==> src/rtl/temporizador_regressivo_if.sv <==
// Bus bundle for the loadable down-counting round timer.
// The control side (master) drives load/start/pause/tick and reads back the
// count and status; the timer itself sits on the slave modport.
interface temporizador_regressivo_if #(
    parameter int WIDTH = 16
);
    // Control towards the timer
    logic             ld;        // active-low synchronous load
    logic [WIDTH-1:0] D;         // load value (count and preset)
    logic             iniciar;   // start / restart request
    logic             pausar;    // hold the count while high
    logic             tick;      // one-clock decrement enable

    // Status from the timer
    logic [WIDTH-1:0] Q;         // current count
    logic             timeout;   // high while expired
    logic             fim;       // one-cycle pulse on expiry
    logic             contando;  // high while counting
    logic [1:0]       estado;    // 00 idle, 01 counting, 10 paused, 11 expired

    modport master (
        output ld,
        output D,
        output iniciar,
        output pausar,
        output tick,
        input  Q,
        input  timeout,
        input  fim,
        input  contando,
        input  estado
    );

    modport slave (
        input  ld,
        input  D,
        input  iniciar,
        input  pausar,
        input  tick,
        output Q,
        output timeout,
        output fim,
        output contando,
        output estado
    );
endinterface

==> src/rtl/temporizador_regressivo.sv <==
// Loadable down-counting timer used as the per-round time limit.
// A preset is loaded with ld (active low), counting starts on iniciar and the
// count drops by one per qualifying tick. Expiry is reported with a one-cycle
// fim pulse and a held timeout level; iniciar after expiry reloads the stored
// preset and counts again.
module temporizador_regressivo #(
    parameter int WIDTH = 16
) (
    input  logic                    clock,
    input  logic                    clr,
    temporizador_regressivo_if.slave bus
);

    typedef enum logic [1:0] {
        OCIOSO   = 2'b00,
        CONTANDO = 2'b01,
        PAUSADO  = 2'b10,
        ESGOTADO = 2'b11
    } estado_t;

    localparam logic [WIDTH-1:0] ZERO = '0;
    localparam logic [WIDTH-1:0] ONE  = {{(WIDTH-1){1'b0}}, 1'b1};

    estado_t          estado_q, estado_d;
    logic [WIDTH-1:0] q_q, q_d;
    logic [WIDTH-1:0] preset_q, preset_d;
    logic             fim_q, fim_d;
    logic             timeout_q, timeout_d;

    // Decoded count conditions, shared by the next-state logic.
    logic q_is_zero;
    logic q_is_one;
    logic preset_is_zero;

    assign q_is_zero      = (q_q == ZERO);
    assign q_is_one       = (q_q == ONE);
    assign preset_is_zero = (preset_q == ZERO);

    // Next state, next count and expiry pulse; a load overrides everything.
    always_comb begin
        estado_d = estado_q;
        q_d      = q_q;
        preset_d = preset_q;
        fim_d    = 1'b0;

        if (!bus.ld) begin
            q_d      = bus.D;
            preset_d = bus.D;
            estado_d = OCIOSO;
        end else begin
            case (estado_q)
                OCIOSO: begin
                    // Starting with nothing to count expires immediately.
                    if (bus.iniciar) begin
                        if (q_is_zero) begin
                            estado_d = ESGOTADO;
                            fim_d    = 1'b1;
                        end else begin
                            estado_d = CONTANDO;
                        end
                    end
                end

                CONTANDO: begin
                    // Pause takes precedence over a coincident tick.
                    if (bus.pausar) begin
                        estado_d = PAUSADO;
                    end else if (bus.tick) begin
                        if (q_is_one) begin
                            q_d      = ZERO;
                            estado_d = ESGOTADO;
                            fim_d    = 1'b1;
                        end else if (!q_is_zero) begin
                            q_d = q_q - ONE;
                        end
                    end
                end

                PAUSADO: begin
                    if (!bus.pausar) begin
                        estado_d = CONTANDO;
                    end
                end

                ESGOTADO: begin
                    // Restart from the stored preset; an empty preset just
                    // re-announces expiry.
                    if (bus.iniciar) begin
                        if (preset_is_zero) begin
                            fim_d = 1'b1;
                        end else begin
                            q_d      = preset_q;
                            estado_d = CONTANDO;
                        end
                    end
                end

                default: begin
                    estado_d = OCIOSO;
                end
            endcase
        end

        // timeout is registered so it lines up with the state it reports.
        timeout_d = (estado_d == ESGOTADO);
    end

    // State and datapath registers with asynchronous active-low clear.
    always_ff @(posedge clock or negedge clr) begin
        if (!clr) begin
            estado_q  <= OCIOSO;
            q_q       <= ZERO;
            preset_q  <= ZERO;
            fim_q     <= 1'b0;
            timeout_q <= 1'b0;
        end else begin
            estado_q  <= estado_d;
            q_q       <= q_d;
            preset_q  <= preset_d;
            fim_q     <= fim_d;
            timeout_q <= timeout_d;
        end
    end

    // Outputs come straight from registers or from decoding the state register.
    assign bus.Q        = q_q;
    assign bus.timeout  = timeout_q;
    assign bus.fim      = fim_q;
    assign bus.estado   = estado_q;
    assign bus.contando = (estado_q == CONTANDO);

endmodule

==> src/flat_wrapper.sv <==
// flat-port wrapper written by rule: the top's interface ports become plain ports
module temporizador_regressivo_flat 
#(
    parameter int WIDTH = 16
)
  (clock, clr, bus_ld, bus_D, bus_iniciar, bus_pausar, bus_tick, bus_Q, bus_timeout, bus_fim, bus_contando, bus_estado);
  temporizador_regressivo_if #(.WIDTH(WIDTH)) bus_i ();
  input  logic clock;
  input  logic clr;
  input wire logic [$bits(bus_i.ld)-1:0] bus_ld;
  input wire logic [$bits(bus_i.D)-1:0] bus_D;
  input wire logic [$bits(bus_i.iniciar)-1:0] bus_iniciar;
  input wire logic [$bits(bus_i.pausar)-1:0] bus_pausar;
  input wire logic [$bits(bus_i.tick)-1:0] bus_tick;
  output wire logic [$bits(bus_i.Q)-1:0] bus_Q;
  output wire logic [$bits(bus_i.timeout)-1:0] bus_timeout;
  output wire logic [$bits(bus_i.fim)-1:0] bus_fim;
  output wire logic [$bits(bus_i.contando)-1:0] bus_contando;
  output wire logic [$bits(bus_i.estado)-1:0] bus_estado;
  assign bus_i.ld = bus_ld;
  assign bus_i.D = bus_D;
  assign bus_i.iniciar = bus_iniciar;
  assign bus_i.pausar = bus_pausar;
  assign bus_i.tick = bus_tick;
  assign bus_Q = bus_i.Q;
  assign bus_timeout = bus_i.timeout;
  assign bus_fim = bus_i.fim;
  assign bus_contando = bus_i.contando;
  assign bus_estado = bus_i.estado;
  temporizador_regressivo #(.WIDTH(WIDTH)) u_core (.clock(clock), .clr(clr), .bus(bus_i));
endmodule
==> config.mk <==
export PLATFORM = sky130hd
export DESIGN_NAME = temporizador_regressivo_flat
export DESIGN_NICKNAME = d
export VERILOG_FILES = /design/src/rtl/temporizador_regressivo_if.sv /design/src/rtl/temporizador_regressivo.sv /design/src/flat_wrapper.sv
export SDC_FILE = /design/constraint.sdc
export NUM_CORES = 1
export LEC_CHECK = 0
export CAP_MARGIN = 15
export CORE_MARGIN = 8
export CORE_UTILIZATION = 35
export CTS_CLUSTER_DIAMETER = 50
export DETAILED_ROUTE_END_ITERATION = 12
export PLACE_DENSITY_LB_ADDON = 0.12
export SETUP_SLACK_MARGIN = 0.1
export SYNTH_ARGS = -nofsm -noshare
export SYNTH_HDL_FRONTEND = slang
export SYNTH_SLANG_ARGS = --single-unit
==> constraint.sdc <==
create_clock -name clock -period 2.8 [get_ports clock]
set_input_delay 0.7 -clock clock [delete_from_list [all_inputs] [get_ports clock]]
set_output_delay 0.7 -clock clock [all_outputs]
set_load 0.05 [all_outputs]
Word level (Yosys, flattened, before mapping)

Cells that the tools add are included.

Bits in registers: 36
Bits of input ports: 22
Output and inout bits: 21
Word-level logic and storage cells: 48

Add/sub/neg operators: 1
Eq/ne operators: 11
Muxes and demuxes: 27
Reduce and logical (&&, ||, !) cells: 4

Operators by type and width:

| kind                    | count |
|---|---|
| $mux W16                | 7 |
| $logic_not A16 Y1       | 2 |
| $pmux W16 S2            | 1 |
| $mux W2                 | 9 |
| $eq A16 B1 Y1 const B   | 1 |
| $sub A16 B1 Y16 const B | 1 |
| $ne A3 B3 Y1 const B    | 4 |
| $mux W1                 | 8 |
| $pmux W2 S4             | 1 |
| $eq A2 B2 Y1 const B    | 3 |
| $reduce_and A6 Y1       | 1 |
| $ne A4 B4 Y1 const B    | 1 |
| $ne A3 B1 Y1 const B    | 1 |
| $pmux W1 S3             | 1 |
| $eq A2 B1 Y1 const B    | 1 |
| $logic_not A2 Y1        | 1 |

Longest topological paths before layout

Gate-level depths: netlist (run 1).

Depth in word-level cells: 7
Depth in mapped cells: 10
Depth with buffers taken out: 7

Least setup slack after synthesis (run 1)

Ideal clock, no wire load.

Kind: register to register
Start: register u_core.estado_q[1], in the netlist u_core.bus.estado[1]
End: register u_core.q_q[2], in the netlist u_core.bus.Q[2]
Arrival: 2,719 ps
Slack: -2 ps
Cell stages (with the launch flop): 10
Buffers on the path: 3
Path through: dfrtp_1 -> inv_1 -> ha_1 -> or3b_1 -> o311a_1 -> clkbuf_1 -> or2_2 -> buf_4 -> buf_6 -> o22ai_1

Cells in the longest elaborated chain, start to end: 3
Elaborated cells on any way between the ends: 11
Those cells by class: eq/ne: 8; mux: 2; reduce/logical: 1

RTL lines:

| element                                                        | RTL line                       | source |
|---|---|---|
| start, declared                                                | temporizador_regressivo.sv:24  | `estado_t estado_q, estado_d;` |
| start signal, assigned                                         | temporizador_regressivo.sv:117 | `estado_q <= estado_d;` |
| $eq A2 B1 Y1 (*)                                               | -                              |  |
| via bus_contando                                               | flat_wrapper.sv:18             | `output wire logic [$bits(bus_i.contando)-1:0] bus_contando;` |
| $ne A4 B4 Y1 (no source line), or another cell as far along    | -                              |  |
| $reduce_and A6 Y1 (no source line) or $mux W16 (tied branches) | -                              |  |
| end signal, assigned                                           | temporizador_regressivo.sv:118 | `q_q <= q_d;` |
| end, declared                                                  | temporizador_regressivo.sv:25  | `logic [WIDTH-1:0] q_q, q_d;` |

The timed path passes the listed nets; every way through them passes the cells marked *.
A chain may end at the register's enable or synchronous reset.

Final worst setup path (run 1)

Start: register u_core.q_q[13], in the netlist u_core.bus.Q[13]
End: register u_core.q_q[14], in the netlist u_core.bus.Q[14]

Cells in the longest elaborated chain, start to end: 7
Elaborated cells on any way between the ends: 11
Those cells by class: add/sub: 1; eq/ne: 2; mux: 6; reduce/logical: 2

RTL lines:

| element         | RTL line                      | source |
|---|---|---|
| $sub A16 B1 Y16 | temporizador_regressivo.sv:74 | `q_d = q_q - ONE;` |
| $mux W16        | temporizador_regressivo.sv:73 | `end else if (!q_is_zero) begin` |
| $mux W16        | temporizador_regressivo.sv:69 | `if (q_is_one) begin` |
| $mux W16        | temporizador_regressivo.sv:68 | `end else if (bus.tick) begin` |
| $mux W16        | temporizador_regressivo.sv:66 | `if (bus.pausar) begin` |
| $pmux W16 S2    | temporizador_regressivo.sv:51 | `case (estado_q)` |
| $mux W16        | temporizador_regressivo.sv:46 | `if (!bus.ld) begin` |

Several ways; a longest one is shown, not always the timed one. The select of a mux whose other input is x is not followed.

==> flow_metrics.py, run 1 <==
metrics = {
    "outcome": {
        "status": "finished, final reports clean",
    },
    "power_and_ir_drop": {
        "leakage_nw": 1.14,
        "power_density_mw_per_mm2": 931,
        "finalPower_mw": 2.63,
        "peakVddDrop_uv": 431,
    },
    "detailed_routing": {
        "wl_per_cell_microns": 17.5,
        "antenna_left": 0,
        "drc": 0,
        "vias": 2000,
        "via_per_inst": 5.59,
        "totalWireLength_mm": 6.28,
        "first_pass_iters": 6,
        "drt_iter0_drc": 94,
    },
    "layout": {
        "drive_above_1_share_pct": 13.2,
        "areaGrowthSynthToFinish_pct": 28.2,
        "fillerInstances": 607,
        "final_nets": 310,
        "antenna_cells": 0,
        "instances_no_fill": 358,
    },
    "clocking": {
        "clockBufferDepth": 2,
        "clock-sinks": 36,
        "clk_pin_slew_ns": 0.07,
        "insertion_delay_ns": 0.28,
        "cts_root_buf": "clkbuf_8",
        "numCtsBuffers": 5,
        "post-cts-setup-buffer-count": 0,
        "cts_tree": "done",
        "htreeDepth": 2,
    },
    "timing": {
        "rsz0062_at_grt": "no",
        "fin_skew_ns": 0.00842,
        "max_freq_ghz": 0.398,
        "max_slew_margin_pct": 43.3,
        "worstMarginPinSlew_ns": 0.851,
        "tns_ns": 0,
        "final-hold-violation-count": 0,
        "fin_crit_sh_pct": 89.6,
        "drv_slew": 0,
        "setup_viol": 0,
        "period_minus_slack_ns": 2.51,
    },
    "critical_path": {
        "path_cells": "or4_4 > nor4_4 > a21oi_4 > a222oi_1 > o22ai_1",
        "ff2ff_path_depth": 5,
        "cpPeakStageDelay_ns": 0.59,
        "crit_type": "flop to flop",
        "crit_path_end_kind": "flop",
        "crit_slowest_cell": "or4_4",
        "regToRegSetupSlack_ns": 0.29,
        "r2r-start": "u_core.bus.Q[13]",
        "worstPathRequired_ns": 2.95,
        "timing.rr.end": "u_core.bus.Q[14]",
        "cp_max_fo": 25,
        "cp.arrival_ns": 2.66,
        "crit_path_start_kind": "flop",
    },
    "grt": {
        "met3_usage_pct": 3.46,
        "antenna_found_initial": 0,
        "grt_max_degree": 37,
        "grt_remaining_overflow": 0,
        "busiest_layer": "met2",
        "met1_usage_pct": 20.0,
        "use_met2_pct": 22.6,
        "grt_pass1_vias": 2015,
        "grtUsageTotal_pct": 14.5,
        "grt_pass1_wl_mm": 10.4,
    },
    "floorplan": {
        "core_region_area_sq_mm": 0.00620,
        "std_cell_rows": 29,
        "io_pins": 43,
        "die-area_sq_mm": 0.00909,
        "start_util_pct": 35.5,
        "die_height_microns": 95.3,
        "die_w_microns": 95.3,
    },
    "synthesis": {
        "yosysMostFrequentCell": "dfrtp_1",
        "synthArstFlopShare_pct": 100,
        "synthTopCellsByCount": "dfrtp_1 (36), inv_1 (27), nand2_1 (18)",
        "ys_ff_latch": 36,
        "netlist_instances": 235,
        "ys_seq_area_share_pct": 40.9,
        "synthTopCellsByArea": "dfrtp_1 (41%), mux2_2 (7.2%), a211oi_1 (4.8%), inv_1 (4.6%), ha_1 (4.5%)",
        "synth_top_cell_by_area": "dfrtp_1",
        "yosysTopAreaCellShare_pct": 40.9,
        "syn_area_per_cell_sq_um": 9.38,
        "synth_fp_nets": 265,
        "synth-edff-count": 0,
        "synth_top_flop_cell": "dfrtp_1",
        "synth_cell_types": 46,
        "ys_warn_count": 0,
        "syn_area_sq_mm": 0.00220,
    },
    "job": {
        "cap_violations": 0,
    },
    "min_path": {
        "min-delay-path-class": "input port to async pin",
    },
    "place": {
        "placed_cells_incl_taps": 350,
        "place.gp.congestion": 0.816,
        "port_buffers": 42,
        "dpl.hpwl_mm": 4.59,
    },
}
power breakdown:
group	internal, mW	total (mW)	switching (mW)
Combinational	0.513	1.42	0.904
Sequential	0.651	0.832	0.181
Clock	0.201	0.380	0.180
cells in the final DEF (no fill, tap or decap), types with 2 or more instances in the layout:
master            n
a22oi_1           2
a211oi_1         14
nand2b_1          4
clkdlybuf4s50_1  40
or3_1             3
and2_1            2
dfrtp_1          36
a41oi_1           3
clkbuf_1          2
nand3_1           4
inv_1            27
a222oi_1          5
clkbuf_8          6
a22o_1            3
a31oi_1           3
o22ai_1          13
a21oi_1           5
a32oi_1           3
mux2_2           14
nand2_1          18
nor3_1            6
or4_1             2
nor4_1            7
buf_4            10
nor2_1            8
ha_1              7
or3b_1            2
o21ai_0           7
o21ai_1           5
cell families (layout without fill, tap and decap cells):
family / Yosys count / count (layout) / share of synthesized area [%]
AOI/OAI and AO/OA: 70 / 70 / 22.5
adders and majority gates: 8 / 8 / 4.54
buffers and inverters: 41 / 87 / 7.72
DFF: 36 / 36 / 40.9
muxes: 14 / 14 / 7.15
and+or+nand+nor: 66 / 66 / 17.1
worst max-delay path by stage:
stage / from / endpoint / slack, ns / depth (start not counted)
after CTS: u_core.bus.estado[1] / bus_contando / 0.15 / 3
after detailed placement: bus_ld / u_core.bus.Q[5] / 0.21 / 5
final: u_core.bus.Q[13] / u_core.bus.Q[14] / 0.29 / 5
after floorplan: u_core.bus.estado[0] / u_core.bus.Q[2] / 0.16 / 8
after global routing: u_core.bus.Q[13] / u_core.bus.Q[8] / 0.17 / 5
after global placement: u_core.bus.Q[13] / u_core.bus.Q[14] / 0.23 / 5
stage by stage:
stage / area [sq um] / hold slack (ns) / util, % / setup WS [ns]
after floorplan: 2210 / 0.404 / - / 0.165
after global placement: 2720 / 0.494 / 43.9 / 0.234
after detailed placement: 2720 / 0.502 / 43.9 / 0.211
after CTS: 2810 / 0.522 / 45.4 / 0.146
after global routing: 2820 / 0.546 / 45.5 / 0.166
final: 2820 / 0.520 / 45.5 / 0.290
critical path: cells and delay by family, from the launching register on:
| kind | cells | cell delay (ns) |
|---|---|---|
| and+or+nand+nor | 2 | 1.16 |
| AOI/OAI and AO/OA | 3 | 0.80 |
| DFF | 1 | 0.41 |
final cells by class:
class                   instances  area, sq um  area share [%]
multi-input cells             158         1140            40.5
flip-flops and latches         36          901            31.9
repair buffers                 52          493            17.5
inverters                      27          101            3.59
well taps                      77         96.3            3.41
clock buffers                   8         90.1            3.19
layer usage:
layer | routed length (microns) | share of wire, %
met3 | 391 | 6.2
met1 | 2950 | 47
met4 | 27 | 0.43
met2 | 2910 | 46
met5 | 0 | 0
flip-flops by register name, indices dropped and copies added (netlist names):
name,flops
u_core.bus.Q,16
u_core.bus.estado,2
u_core.bus.fim,1
u_core.bus.timeout,1
u_core.preset_q,16
what timing repair did:
action | 4_1_cts | 5_1_grt
setup endpoints to repair | 0 | 2
hold buffers | 0 | 0
resized for setup | 0 | 2
hold endpoints to repair | 0 | 0
Power figures use the tool's default switching activity.
==> run 2, diff against run 1 <==
--- a/config.mk
+++ b/config.mk
@@ -8,7 +8,7 @@
 export CAP_MARGIN = 15
 export CORE_MARGIN = 8
 export CORE_UTILIZATION = 35
-export CTS_CLUSTER_DIAMETER = 50
+export CTS_CLUSTER_DIAMETER = 80
 export DETAILED_ROUTE_END_ITERATION = 12
 export PLACE_DENSITY_LB_ADDON = 0.12
 export SETUP_SLACK_MARGIN = 0.1
==> results of run 2 <==
Same layout as run 1: the final DEF is identical, and so are final timing and power.
==> run 3, diff against run 2 <==
--- a/config.mk
+++ b/config.mk
@@ -7,9 +7,10 @@
 export LEC_CHECK = 0
 export CAP_MARGIN = 15
 export CORE_MARGIN = 8
-export CORE_UTILIZATION = 35
+export CORE_UTILIZATION = 30
 export CTS_CLUSTER_DIAMETER = 80
 export DETAILED_ROUTE_END_ITERATION = 12
+export GPL_ROUTABILITY_DRIVEN = 0
 export PLACE_DENSITY_LB_ADDON = 0.12
 export SETUP_SLACK_MARGIN = 0.1
 export SYNTH_ARGS = -nofsm -noshare
==> run 3 against run 2 <==
Compared with the run above: via count grew 0.20%; utilization shrank 5.8 points; global-route usage shrank 1.4 points; sequential share of layout area shrank 0.28 points; critical endpoint is now u_core.bus.Q[5]; largest power group unchanged; highest routed layer unchanged.
==> flow_metrics.py, run 3 (synthesized netlist as in run 1, its figures left out) <==
metrics = {
    "critical_path": {
        "crit_type": "flop to flop",
        "cpPeakStageDelay_ns": 0.59,
        "worstPathRequired_ns": 2.96,
        "ff2ff_path_depth": 5,
        "crit_slowest_cell": "or4_4",
        "path_buf_inv": 0,
        "crit_path_start_kind": "flop",
        "r2r-start": "u_core.bus.Q[13]",
        "path_cells": "or4_4 > nor4_4 > and3_1 > or2_2 > o22ai_1",
        "path_depth": 5,
        "crit_path_end_kind": "flop",
        "critPathTopFamily": "simple AND/OR/NAND/NOR gates",
        "cp.arrival_ns": 2.61,
        "cp_max_fo": 16,
        "timing.rr.end": "u_core.bus.Q[5]",
        "regToRegSetupSlack_ns": 0.34,
    },
    "min_path": {
        "min-delay-path-class": "input port to async pin",
    },
    "detailed_routing": {
        "via_per_inst": 5.30,
        "vias": 2004,
        "drt_iter0_drc": 113,
        "wl_per_cell_microns": 17.2,
        "first_pass_iters": 5,
        "antenna_left": 0,
        "drc": 0,
        "totalWireLength_mm": 6.49,
    },
    "grt": {
        "grt_max_degree": 37,
        "antenna_found_initial": 0,
        "grt_remaining_overflow": 0,
        "grtUsageTotal_pct": 13.1,
        "grt_pass1_wl_mm": 10.7,
        "grt_pass1_vias": 2034,
    },
    "clocking": {
        "clockBufferDepth": 2,
        "cts_tree": "done",
        "clock-sinks": 36,
        "cts_root_buf": "clkbuf_8",
        "post-cts-setup-buffer-count": 0,
        "clk_pin_slew_ns": 0.07,
        "insertion_delay_ns": 0.29,
        "htreeDepth": 2,
        "numCtsBuffers": 5,
    },
    "place": {
        "placed_cells_incl_taps": 370,
        "dpl_cell_area_sq_mm": 0.00275,
        "port_buffers": 42,
        "dpl.hpwl_mm": 4.65,
        "post-place-ws_ns": 0.137,
    },
    "timing": {
        "tns_ns": 0,
        "setup_slack_ns": 0.343,
        "fin_skew_ns": 0.00426,
        "drv_slew": 0,
        "fin_crit_sh_pct": 87.8,
        "max_freq_ghz": 0.407,
        "final-hold-violation-count": 0,
        "setup_viol": 0,
        "rsz0062_at_grt": "no",
        "worstMarginPinSlew_ns": 0.847,
        "holdWs_ns": 0.508,
        "period_minus_slack_ns": 2.46,
        "max_slew_margin_pct": 43.5,
    },
    "floorplan": {
        "die-area_sq_mm": 0.0103,
        "start_util_pct": 30.7,
        "die_w_microns": 102,
        "core_region_area_sq_mm": 0.00718,
        "io_pins": 43,
        "die_height_microns": 102,
        "std_cell_rows": 31,
    },
    "layout": {
        "areaGrowthSynthToFinish_pct": 29.3,
        "antenna_cells": 0,
        "drive_above_1_share_pct": 12.5,
        "utilization_pct": 39.7,
        "fillerInstances": 744,
        "layout_common_cells": "clkdlybuf4s50_1 (40), dfrtp_1 (36), inv_1 (27)",
        "fin_area_sq_mm": 0.00285,
        "instances_no_fill": 378,
        "final_nets": 308,
        "final_common_cell": "clkdlybuf4s50_1",
    },
    "power_and_ir_drop": {
        "peakVddDrop_uv": 369,
        "power_density_mw_per_mm2": 926,
        "finalPower_mw": 2.64,
        "leakage_nw": 1.13,
    },
    "job": {
        "cap_violations": 0,
    },
    "outcome": {
        "status": "finished, final reports clean",
    },
}
==> run 3: cell count changes in the layout (fill, tap and decap cells not counted) <==
cell,previous run,this run
buf_4,10,7
buf_12,0,1
==> run 3: routing by layer <==
| metal | routed length [microns] | part of all wire [%] | track usage [%] | vias to the layer above |
|---|---|---|---|---|
| met5 | 0 | 0 | 0 | - |
| met4 | 51 | 0.79 | 3.32 | 0 |
| met3 | 332 | 5.1 | 2.96 | 5 |
| met2 | 2920 | 45 | 20.1 | 53 |
| met1 | 3180 | 49 | 18.0 | 982 |
| li1 | - | - | - | 964 |
==> run 3: worst max-delay path by stage <==
stage	from	endpoint
after CTS	u_core.bus.estado[1]	bus_contando
after floorplan	u_core.bus.estado[0]	u_core.bus.Q[2]
after detailed placement	bus_ld	u_core.bus.Q[9]
final	u_core.bus.Q[13]	u_core.bus.Q[5]
after global placement	bus_ld	u_core.bus.Q[11]
after global routing	u_core.bus.Q[13]	u_core.bus.Q[14]
==> run 3: area by class of cell <==
cell class                      instances  area, sq um  area share [%]
Timing Repair Buffer                   50          490            17.2
Inverter                               27          101            3.56
Sequential cell                        36          901            31.6
Multi-Input combinational cell        158         1140            40.1
Clock buffer                            8         90.1            3.16
Tap cell                               99          124            4.35
==> run 3: repair_timing <==
item	4_1_cts	5_1_grt
gates resized for setup	0	2
endpoints found under the setup margin	0	4
hold buffers	0	0
==> run 3: power breakdown <==
part / leakage [nW] / internal, mW / total [mW] / switching [mW]
clock: 0.0455 / 0.201 / 0.390 / 0.189
combinational: 0.647 / 0.513 / 1.42 / 0.905
sequential: 0.439 / 0.651 / 0.828 / 0.177
